[src/rtl/md5_pkg.sv]
// Shared MD5 constants, state encoding and per-step helper functions
// used by the chained accelerator and its single-step datapath.
package md5_pkg;

  typedef enum logic [2:0] {
    ST_IDLE,
    ST_LOAD,
    ST_ROUND,
    ST_ACCUM,
    ST_OUTPUT
  } state_t;

  localparam logic [31:0] IV [4] = '{32'h67452301, 32'hefcdab89, 32'h98badcfe, 32'h10325476};

  localparam logic [31:0] K_TAB [64] = '{
    32'hd76aa478, 32'he8c7b756, 32'h242070db, 32'hc1bdceee, 32'hf57c0faf, 32'h4787c62a, 32'ha8304613, 32'hfd469501,
    32'h698098d8, 32'h8b44f7af, 32'hffff5bb1, 32'h895cd7be, 32'h6b901122, 32'hfd987193, 32'ha679438e, 32'h49b40821,
    32'hf61e2562, 32'hc040b340, 32'h265e5a51, 32'he9b6c7aa, 32'hd62f105d, 32'h02441453, 32'hd8a1e681, 32'he7d3fbc8,
    32'h21e1cde6, 32'hc33707d6, 32'hf4d50d87, 32'h455a14ed, 32'ha9e3e905, 32'hfcefa3f8, 32'h676f02d9, 32'h8d2a4c8a,
    32'hfffa3942, 32'h8771f681, 32'h6d9d6122, 32'hfde5380c, 32'ha4beea44, 32'h4bdecfa9, 32'hf6bb4b60, 32'hbebfbc70,
    32'h289b7ec6, 32'heaa127fa, 32'hd4ef3085, 32'h04881d05, 32'hd9d4d039, 32'he6db99e5, 32'h1fa27cf8, 32'hc4ac5665,
    32'hf4292244, 32'h432aff97, 32'hab9423a7, 32'hfc93a039, 32'h655b59c3, 32'h8f0ccc92, 32'hffeff47d, 32'h85845dd1,
    32'h6fa87e4f, 32'hfe2ce6e0, 32'ha3014314, 32'h4e0811a1, 32'hf7537e82, 32'hbd3af235, 32'h2ad7d2bb, 32'heb86d391
  };

  // Shift amount repeats every four steps within each quarter.
  function automatic logic [4:0] s_amt(input logic [5:0] i);
    case ({i[5:4], i[1:0]})
      4'h0: s_amt = 5'd7;
      4'h1: s_amt = 5'd12;
      4'h2: s_amt = 5'd17;
      4'h3: s_amt = 5'd22;
      4'h4: s_amt = 5'd5;
      4'h5: s_amt = 5'd9;
      4'h6: s_amt = 5'd14;
      4'h7: s_amt = 5'd20;
      4'h8: s_amt = 5'd4;
      4'h9: s_amt = 5'd11;
      4'ha: s_amt = 5'd16;
      4'hb: s_amt = 5'd23;
      4'hc: s_amt = 5'd6;
      4'hd: s_amt = 5'd10;
      4'he: s_amt = 5'd15;
      default: s_amt = 5'd21;
    endcase
  endfunction

  function automatic logic [3:0] g_idx(input logic [5:0] i);
    logic [3:0] n;
    n = i[3:0];
    case (i[5:4])
      2'd0: g_idx = n;
      2'd1: g_idx = 4'(n * 4'd5 + 4'd1);
      2'd2: g_idx = 4'(n * 4'd3 + 4'd5);
      default: g_idx = 4'(n * 4'd7);
    endcase
  endfunction

  function automatic logic [31:0] f_fn(input logic [1:0] q, input logic [31:0] b, input logic [31:0] c,
                                       input logic [31:0] d);
    case (q)
      2'd0: f_fn = (b & c) | (~b & d);
      2'd1: f_fn = (d & b) | (~d & c);
      2'd2: f_fn = b ^ c ^ d;
      default: f_fn = c ^ (b | ~d);
    endcase
  endfunction

endpackage

[src/rtl/md5_step.sv]
// One combinational MD5 step: mixes message word i_m into (A,B,C,D) for step i_step.
module md5_step
  import md5_pkg::*;
(
  input  logic [31:0] i_a,
  input  logic [31:0] i_b,
  input  logic [31:0] i_c,
  input  logic [31:0] i_d,
  input  logic [31:0] i_m,
  input  logic [5:0]  i_step,
  output logic [31:0] o_a,
  output logic [31:0] o_b,
  output logic [31:0] o_c,
  output logic [31:0] o_d
);

  logic [31:0] w_sum;
  logic [31:0] w_rot;
  logic [4:0]  w_s;

  assign w_sum = i_a + f_fn(i_step[5:4], i_b, i_c, i_d) + K_TAB[i_step] + i_m;
  assign w_s   = s_amt(i_step);
  assign w_rot = (w_sum << w_s) | (w_sum >> (6'd32 - {1'b0, w_s}));

  assign o_a = i_d;
  assign o_b = i_b + w_rot;
  assign o_c = i_b;
  assign o_d = i_c;

endmodule

[src/rtl/md5_chained_accelerator.sv]
// Multi-block MD5 engine: fetches pre-padded blocks from word memory, chains the
// compression across blocks and streams the digest out one word per cycle.
module md5_chained_accelerator
  import md5_pkg::*;
#(
  parameter int ADDR_WIDTH = 8,
  parameter int NBLK_WIDTH = 4
) (
  input  logic                  clk,
  input  logic                  reset,
  input  logic                  start,
  input  logic [ADDR_WIDTH-1:0] base_addr,
  input  logic [NBLK_WIDTH-1:0] num_blocks,
  input  logic [31:0]           messageChunk,
  output logic [ADDR_WIDTH-1:0] messageAddress,
  output logic                  mem_read,
  output logic                  busy,
  output logic [31:0]           hashValue,
  output logic [1:0]            digest_index,
  output logic                  output_valid
);

  state_t                r_state, w_state_next;
  logic [6:0]            r_cnt, w_cnt_next;
  logic [ADDR_WIDTH-1:0] r_blk_addr, w_blk_addr_next, r_addr, w_addr_next;
  logic [NBLK_WIDTH-1:0] r_nblk, r_blk_cnt, w_blk_cnt_inc;
  logic [31:0]           r_msg [16];
  logic [31:0]           r_chain [4];
  logic [31:0]           w_chain_next [4];
  logic [31:0]           r_work [4];
  logic [31:0]           w_step [4];
  logic [31:0]           r_hash, w_hash_next;
  logic [1:0]            r_didx, w_didx_next;
  logic                  r_mem_read, w_mem_read_next, r_busy, w_busy_next, r_ovalid, w_ovalid_next;
  logic [3:0]            w_wr_idx;

  assign w_blk_cnt_inc = r_blk_cnt + NBLK_WIDTH'(1);
  assign w_wr_idx      = 4'(r_cnt - 7'd1);

  md5_step u_step (
    .i_a   (r_work[0]),
    .i_b   (r_work[1]),
    .i_c   (r_work[2]),
    .i_d   (r_work[3]),
    .i_m   (r_msg[g_idx(r_cnt[5:0])]),
    .i_step(r_cnt[5:0]),
    .o_a   (w_step[0]),
    .o_b   (w_step[1]),
    .o_c   (w_step[2]),
    .o_d   (w_step[3])
  );

  always_ff @(posedge clk) begin
    if (reset) begin
      r_state <= ST_IDLE;
      r_cnt   <= '0;
    end else begin
      r_state <= w_state_next;
      r_cnt   <= w_cnt_next;
    end
  end

  always_comb begin
    w_state_next = r_state;
    w_cnt_next   = r_cnt + 7'd1;
    case (r_state)
      ST_IDLE: begin
        w_cnt_next = '0;
        if (start) w_state_next = (num_blocks == '0) ? ST_OUTPUT : ST_LOAD;
      end
      ST_LOAD: if (r_cnt == 7'd16) begin
        w_state_next = ST_ROUND;
        w_cnt_next   = '0;
      end
      ST_ROUND: if (r_cnt == 7'd63) begin
        w_state_next = ST_ACCUM;
        w_cnt_next   = '0;
      end
      ST_ACCUM: begin
        w_state_next = (w_blk_cnt_inc < r_nblk) ? ST_LOAD : ST_OUTPUT;
        w_cnt_next   = '0;
      end
      ST_OUTPUT: if (r_cnt == 7'd3) begin
        w_state_next = ST_IDLE;
        w_cnt_next   = '0;
      end
      default: begin
        w_state_next = ST_IDLE;
        w_cnt_next   = '0;
      end
    endcase
  end

  // Chaining words return to IV as the last digest word leaves.
  always_comb begin
    w_blk_addr_next = r_blk_addr;
    if (r_state == ST_IDLE && start) w_blk_addr_next = base_addr;
    else if (r_state == ST_ACCUM) w_blk_addr_next = r_blk_addr + ADDR_WIDTH'(16);
    for (int n = 0; n < 4; n++) begin
      w_chain_next[n] = r_chain[n];
      if (r_state == ST_ACCUM) w_chain_next[n] = r_chain[n] + r_work[n];
      else if (r_state == ST_OUTPUT && r_cnt == 7'd3) w_chain_next[n] = IV[n];
    end
  end

  // Outputs are computed from the upcoming state so they can be registered.
  always_comb begin
    w_mem_read_next = (w_state_next == ST_LOAD) && (w_cnt_next < 7'd16);
    w_addr_next     = r_addr;
    if (w_mem_read_next) w_addr_next = w_blk_addr_next + ADDR_WIDTH'(w_cnt_next[3:0]);
    w_ovalid_next = (w_state_next == ST_OUTPUT);
    w_didx_next   = '0;
    w_hash_next   = '0;
    if (w_ovalid_next) begin
      w_didx_next = w_cnt_next[1:0];
      w_hash_next = w_chain_next[w_cnt_next[1:0]];
    end
    w_busy_next = (w_state_next != ST_IDLE);
  end

  always_ff @(posedge clk) begin
    if (reset) begin
      r_blk_addr <= '0;
      r_nblk     <= '0;
      r_blk_cnt  <= '0;
      r_chain    <= IV;
      r_addr     <= '0;
      r_mem_read <= 1'b0;
      r_busy     <= 1'b0;
      r_ovalid   <= 1'b0;
      r_didx     <= '0;
      r_hash     <= '0;
    end else begin
      r_blk_addr <= w_blk_addr_next;
      if (r_state == ST_IDLE && start) begin
        r_nblk    <= num_blocks;
        r_blk_cnt <= '0;
      end else if (r_state == ST_ACCUM) begin
        r_blk_cnt <= w_blk_cnt_inc;
      end
      r_chain    <= w_chain_next;
      r_addr     <= w_addr_next;
      r_mem_read <= w_mem_read_next;
      r_busy     <= w_busy_next;
      r_ovalid   <= w_ovalid_next;
      r_didx     <= w_didx_next;
      r_hash     <= w_hash_next;
    end
  end

  always_ff @(posedge clk) begin
    if (r_state == ST_LOAD && r_cnt != 7'd0) r_msg[w_wr_idx] <= messageChunk;
    if (r_state == ST_LOAD && r_cnt == 7'd16) r_work <= r_chain;
    else if (r_state == ST_ROUND) r_work <= w_step;
  end

  assign messageAddress = r_addr;
  assign mem_read       = r_mem_read;
  assign busy           = r_busy;
  assign hashValue      = r_hash;
  assign digest_index   = r_didx;
  assign output_valid   = r_ovalid;

endmodule

[config.mk]
export PLATFORM = sky130hd
export DESIGN_NAME = md5_chained_accelerator
export DESIGN_NICKNAME = d
export VERILOG_FILES = /design/src/rtl/md5_pkg.sv /design/src/rtl/md5_step.sv /design/src/rtl/md5_chained_accelerator.sv
export SDC_FILE = /design/constraint.sdc
export NUM_CORES = 2
export LEC_CHECK = 0
export CORE_MARGIN = 2
export CORE_UTILIZATION = 50
export CTS_BUF_LIST = sky130_fd_sc_hd__clkbuf_8
export CTS_CLUSTER_DIAMETER = 200
export DETAILED_ROUTE_END_ITERATION = 10
export PLACE_DENSITY = 0.66
export SYNTH_ARGS = -nofsm -noshare
export SYNTH_HDL_FRONTEND = slang
export SYNTH_HIERARCHICAL = 1
export SYNTH_SLANG_ARGS = --single-unit
export TNS_END_PERCENT = 100
[constraint.sdc]
create_clock -name clk -period 22.6 [get_ports clk]
set_clock_uncertainty 0.15 [all_clocks]
set_input_delay 4.52 -clock clk [delete_from_list [all_inputs] [get_ports clk]]
set_output_delay 4.52 -clock clk [all_outputs]
set_load 0.01 [all_outputs]
==> impl_results.md <==
* PD cells at 66.05 nW/µm²
* Antenna violations before repair at 5
* Yosys reg bits at around 840
* DP Wirelength at 122.3 mm
* RSZ-0062 raised after global routing: no
* Share of layout cells above drive strength 1 at 0.1394
* DRT Wirelength at 175.0 mm
* R2R depth at 40
* Cell Area, Synth at ~54000 µm²
* DR pass1 iterations at 6
* Most common cell in the netlist: edfxtp_1
* Yosys warning count at 6
* First-pass GRT wire length at 258.5 mm
* Clk sink count at between 800 and 900
* Slowest cell on the critical path: mux4_4
* MaxCap Viol Count at 0
* Min-Delay Endpoint: r_nblk[0]
* Distinct cell type count after synthesis at 107
* Final period utilization at 0.5761
* Overall via count from detail_route at between 40000 and 50000
* Hold Crit Class: flop to flop
* I/O pin total at roughly 90
* Minimum clock period at 13.02 ns
* Commonest cells in the netlist: edfxtp_1 (640), nor2_1 (413), a21oi_1 (389)
* Hold depth at 2
* CP arrival at 13.59 ns
* Synth top area share at 0.3566
* Gpl congestion at 0.9990
* VDD IR max at roughly 0.064 mV
* Core area at between 100000 and 150000 µm²
* Setup crit end kind: flop
* Setup Crit Path Kind: flop to flop
* CTS H-tree lvls at 4
* Die area at 110400 µm²
* Worst skew pair latency at 0.85 ns
* Synth Area per Inst at 10.56 µm²
* GRT Resource Usage Total at 0.3109
* End of the worst register-to-register path: r_work[95]
* Std cell rows at 120
* Reg clk slew, reported paths at about 0.06 ns
* Aggregate global routing overflow at 0
* Port buffer count at 91
* Final slew viol count at 0
* Final Hold Fails at 0
* Final setup viols at 0
* FMAX at 76.81 MHz
* Ys flop type: edfxtp_1
* R2R setup slack at 9.58 ns
* Post-route ant nets at 0
* Crit Path Max Fanout at 75
* Number of synthesized flops with an enable pin at 640
* Pin count of the biggest net entering global routing at 90
* Standby leakage power at 0.02100 µW
* Post-Place Setup Slack at 9.733 ns
* Setup TNS at 0 ns
* Post-CTS Setup Bufs at 0
* Number of vias per cell at 6.487
* Final setup margin at 9.580 ns
* Worst slew margin at 0.1353
* Status: finished clean
* CP required at 23.17 ns
* Die outline width at 332.3 µm
* First DRT Iteration DRCs at 4971
* Nets at 5375
* DR WL/cell at 26.72 µm
* CP bufs+invs at 6
* Vias in the first global route at 40090
* Hold Buf Count CTS at 0
* Syn_nets at 5447
* Root Buffer: clkbuf_8
* CTS tree: yes
* FFs w/ async S/R, synth at 0
* Syn Inst Count at about 5000
* # DRC at 0
* Post_cts resized at 0
* R2R Path Start: r_cnt[2]
* Starting Density at 0.5034
* Worst-Margin Slew at 1.264 ns
* Crit path max-delay family: compound AO/OA/AOI/OAI gates
* Seq/Total Area, Yosys at 0.4306
* CP peak stage delay at 0.98 ns
* Dominant cell type by area after synthesis: edfxtp_1
* Area delta synth->final at 7.857%
* Startpoint class of the critical path: flop
* Ranking of synthesized cells by area: edfxtp_1 (36%), dfxtp_1 (7.4%), mux4_2 (6.4%)
* Hold_sp: r_nblk[0]
* Num CTS Buffers at 142
* Die height at 332.3 µm
* Longest Clk Path Bufs at 3
==> metal layers <==
metal,track usage,vias to the layer above,share of wire
li1,-,19060,-
met1,0.4174,21060,0.41
met2,0.4906,1955,0.46
met3,0.05687,392,0.081
met4,0.1431,2,0.047
met5,0,-,0.000074
==> worst min-delay path, delay by kind of cell (launching register included) <==
family | cells | cell delay [ns]
flip-flops | 1 | 0.31
AO/OA/AOI/OAI | 1 | 0.05
AND/OR/NAND/NOR | 1 | 0.05
==> worst max-delay path by stage <==
stage                       endpoint  startpoint  cells after the start  slack (ns)
after floorplan           r_work[94]    r_cnt[0]                     43       12.18
after global placement    r_work[95]    r_cnt[2]                     40       10.04
after detailed placement  r_work[95]    r_cnt[2]                     40        9.73
after CTS                 r_work[95]    r_cnt[2]                     40        9.72
after global routing      r_work[95]    r_cnt[2]                     40        8.86
final                     r_work[95]    r_cnt[2]                     40        9.58
==> area by class of cell <==
| cell class | count | area (µm²) |
|---|---|---|
| timing repair buffer | 173 | 1524 |
| clock inverter | 94 | 520.5 |
| fill | 9349 | 48930 |
| multi-input combinational | 3679 | 28200 |
| sequential | 839 | 23210 |
| antenna | 7 | 17.52 |
| inverter | 197 | 745.7 |
| tap | 1403 | 1755 |
| clock buffer | 156 | 2147 |
==> sequential cells by signal, indices dropped and copies added, names as in the netlist <==
name and flops:
output_valid 1, messageAddress 8, r_state 3, hashValue 32
r_cnt 7, r_chain 128, r_work 128, mem_read 1
r_blk_cnt 4, r_msg 512, r_blk_addr 8, r_nblk 4
digest_index 2, busy 1
==> stage by stage <==
| step | total power, µW | std cells | hold WS (ns) | area (µm²) | utilization |
|---|---|---|---|---|---|
| finish | 3839 | 6548 | 0.3134 | 58120 | 0.5429 |
| global route | 3987 | 6546 | 0.3340 | 58120 | 0.5429 |
| CTS | 3843 | 6541 | 0.3134 | 58100 | 0.5428 |
| detailed placement | 2547 | 6291 | 0.3007 | 55440 | 0.5178 |
| global placement | 2543 | 6291 | 0.2970 | 55440 | 0.5178 |
| floorplan | 2298 | 5104 | 0.2830 | 53890 | - |
==> power breakdown <==
| group | switching (µW) | total, µW | leakage [µW] | internal, µW |
|---|---|---|---|---|
| clock network | 637 | 1300 | 0.00156 | 662 |
| logic | 526 | 860 | 0.0121 | 334 |
| registers | 3.17 | 1680 | 0.00736 | 1680 |
| total | 1170 | 3840 | 0.0210 | 2670 |
==> cells by family after synthesis <==
group                    share of synthesized area
AND/OR/NAND/NOR                             0.1135
flip-flops                                  0.4306
XOR/XNOR                                   0.03585
adder cells (fa/ha/maj)                    0.07848
buffers and inverters                      0.05055
AO/OA/AOI/OAI                               0.1756
multiplexers                                0.1154
==> placed cells by master, fill, tap and decap left out, types with 28 or more instances in the layout <==
master	netlist	routed
fa_1	70	70
a21o_1	105	105
nor2_1	413	396
o21ai_0	279	278
mux2_2	139	139
clkdlybuf4s50_1	0	90
buf_4	99	83
nand4_1	29	29
xnor2_1	150	147
or2_2	62	62
nand3_1	113	112
dfxtp_1	199	195
o211ai_1	110	110
edfxtp_1	640	640
nand2_1	342	341
a31oi_1	65	64
a22oi_1	49	49
mux2i_1	114	113
mux4_2	153	152
a21oi_1	389	389
xor2_1	65	65
clkbuf_8	7	156
ha_1	226	226
o22ai_1	56	56
nor3_1	81	81
nor2b_1	67	66
a211oi_1	101	100
and3_1	29	28
nand2b_1	72	71
inv_1	188	241
Power figures use the tool's default switching activity.
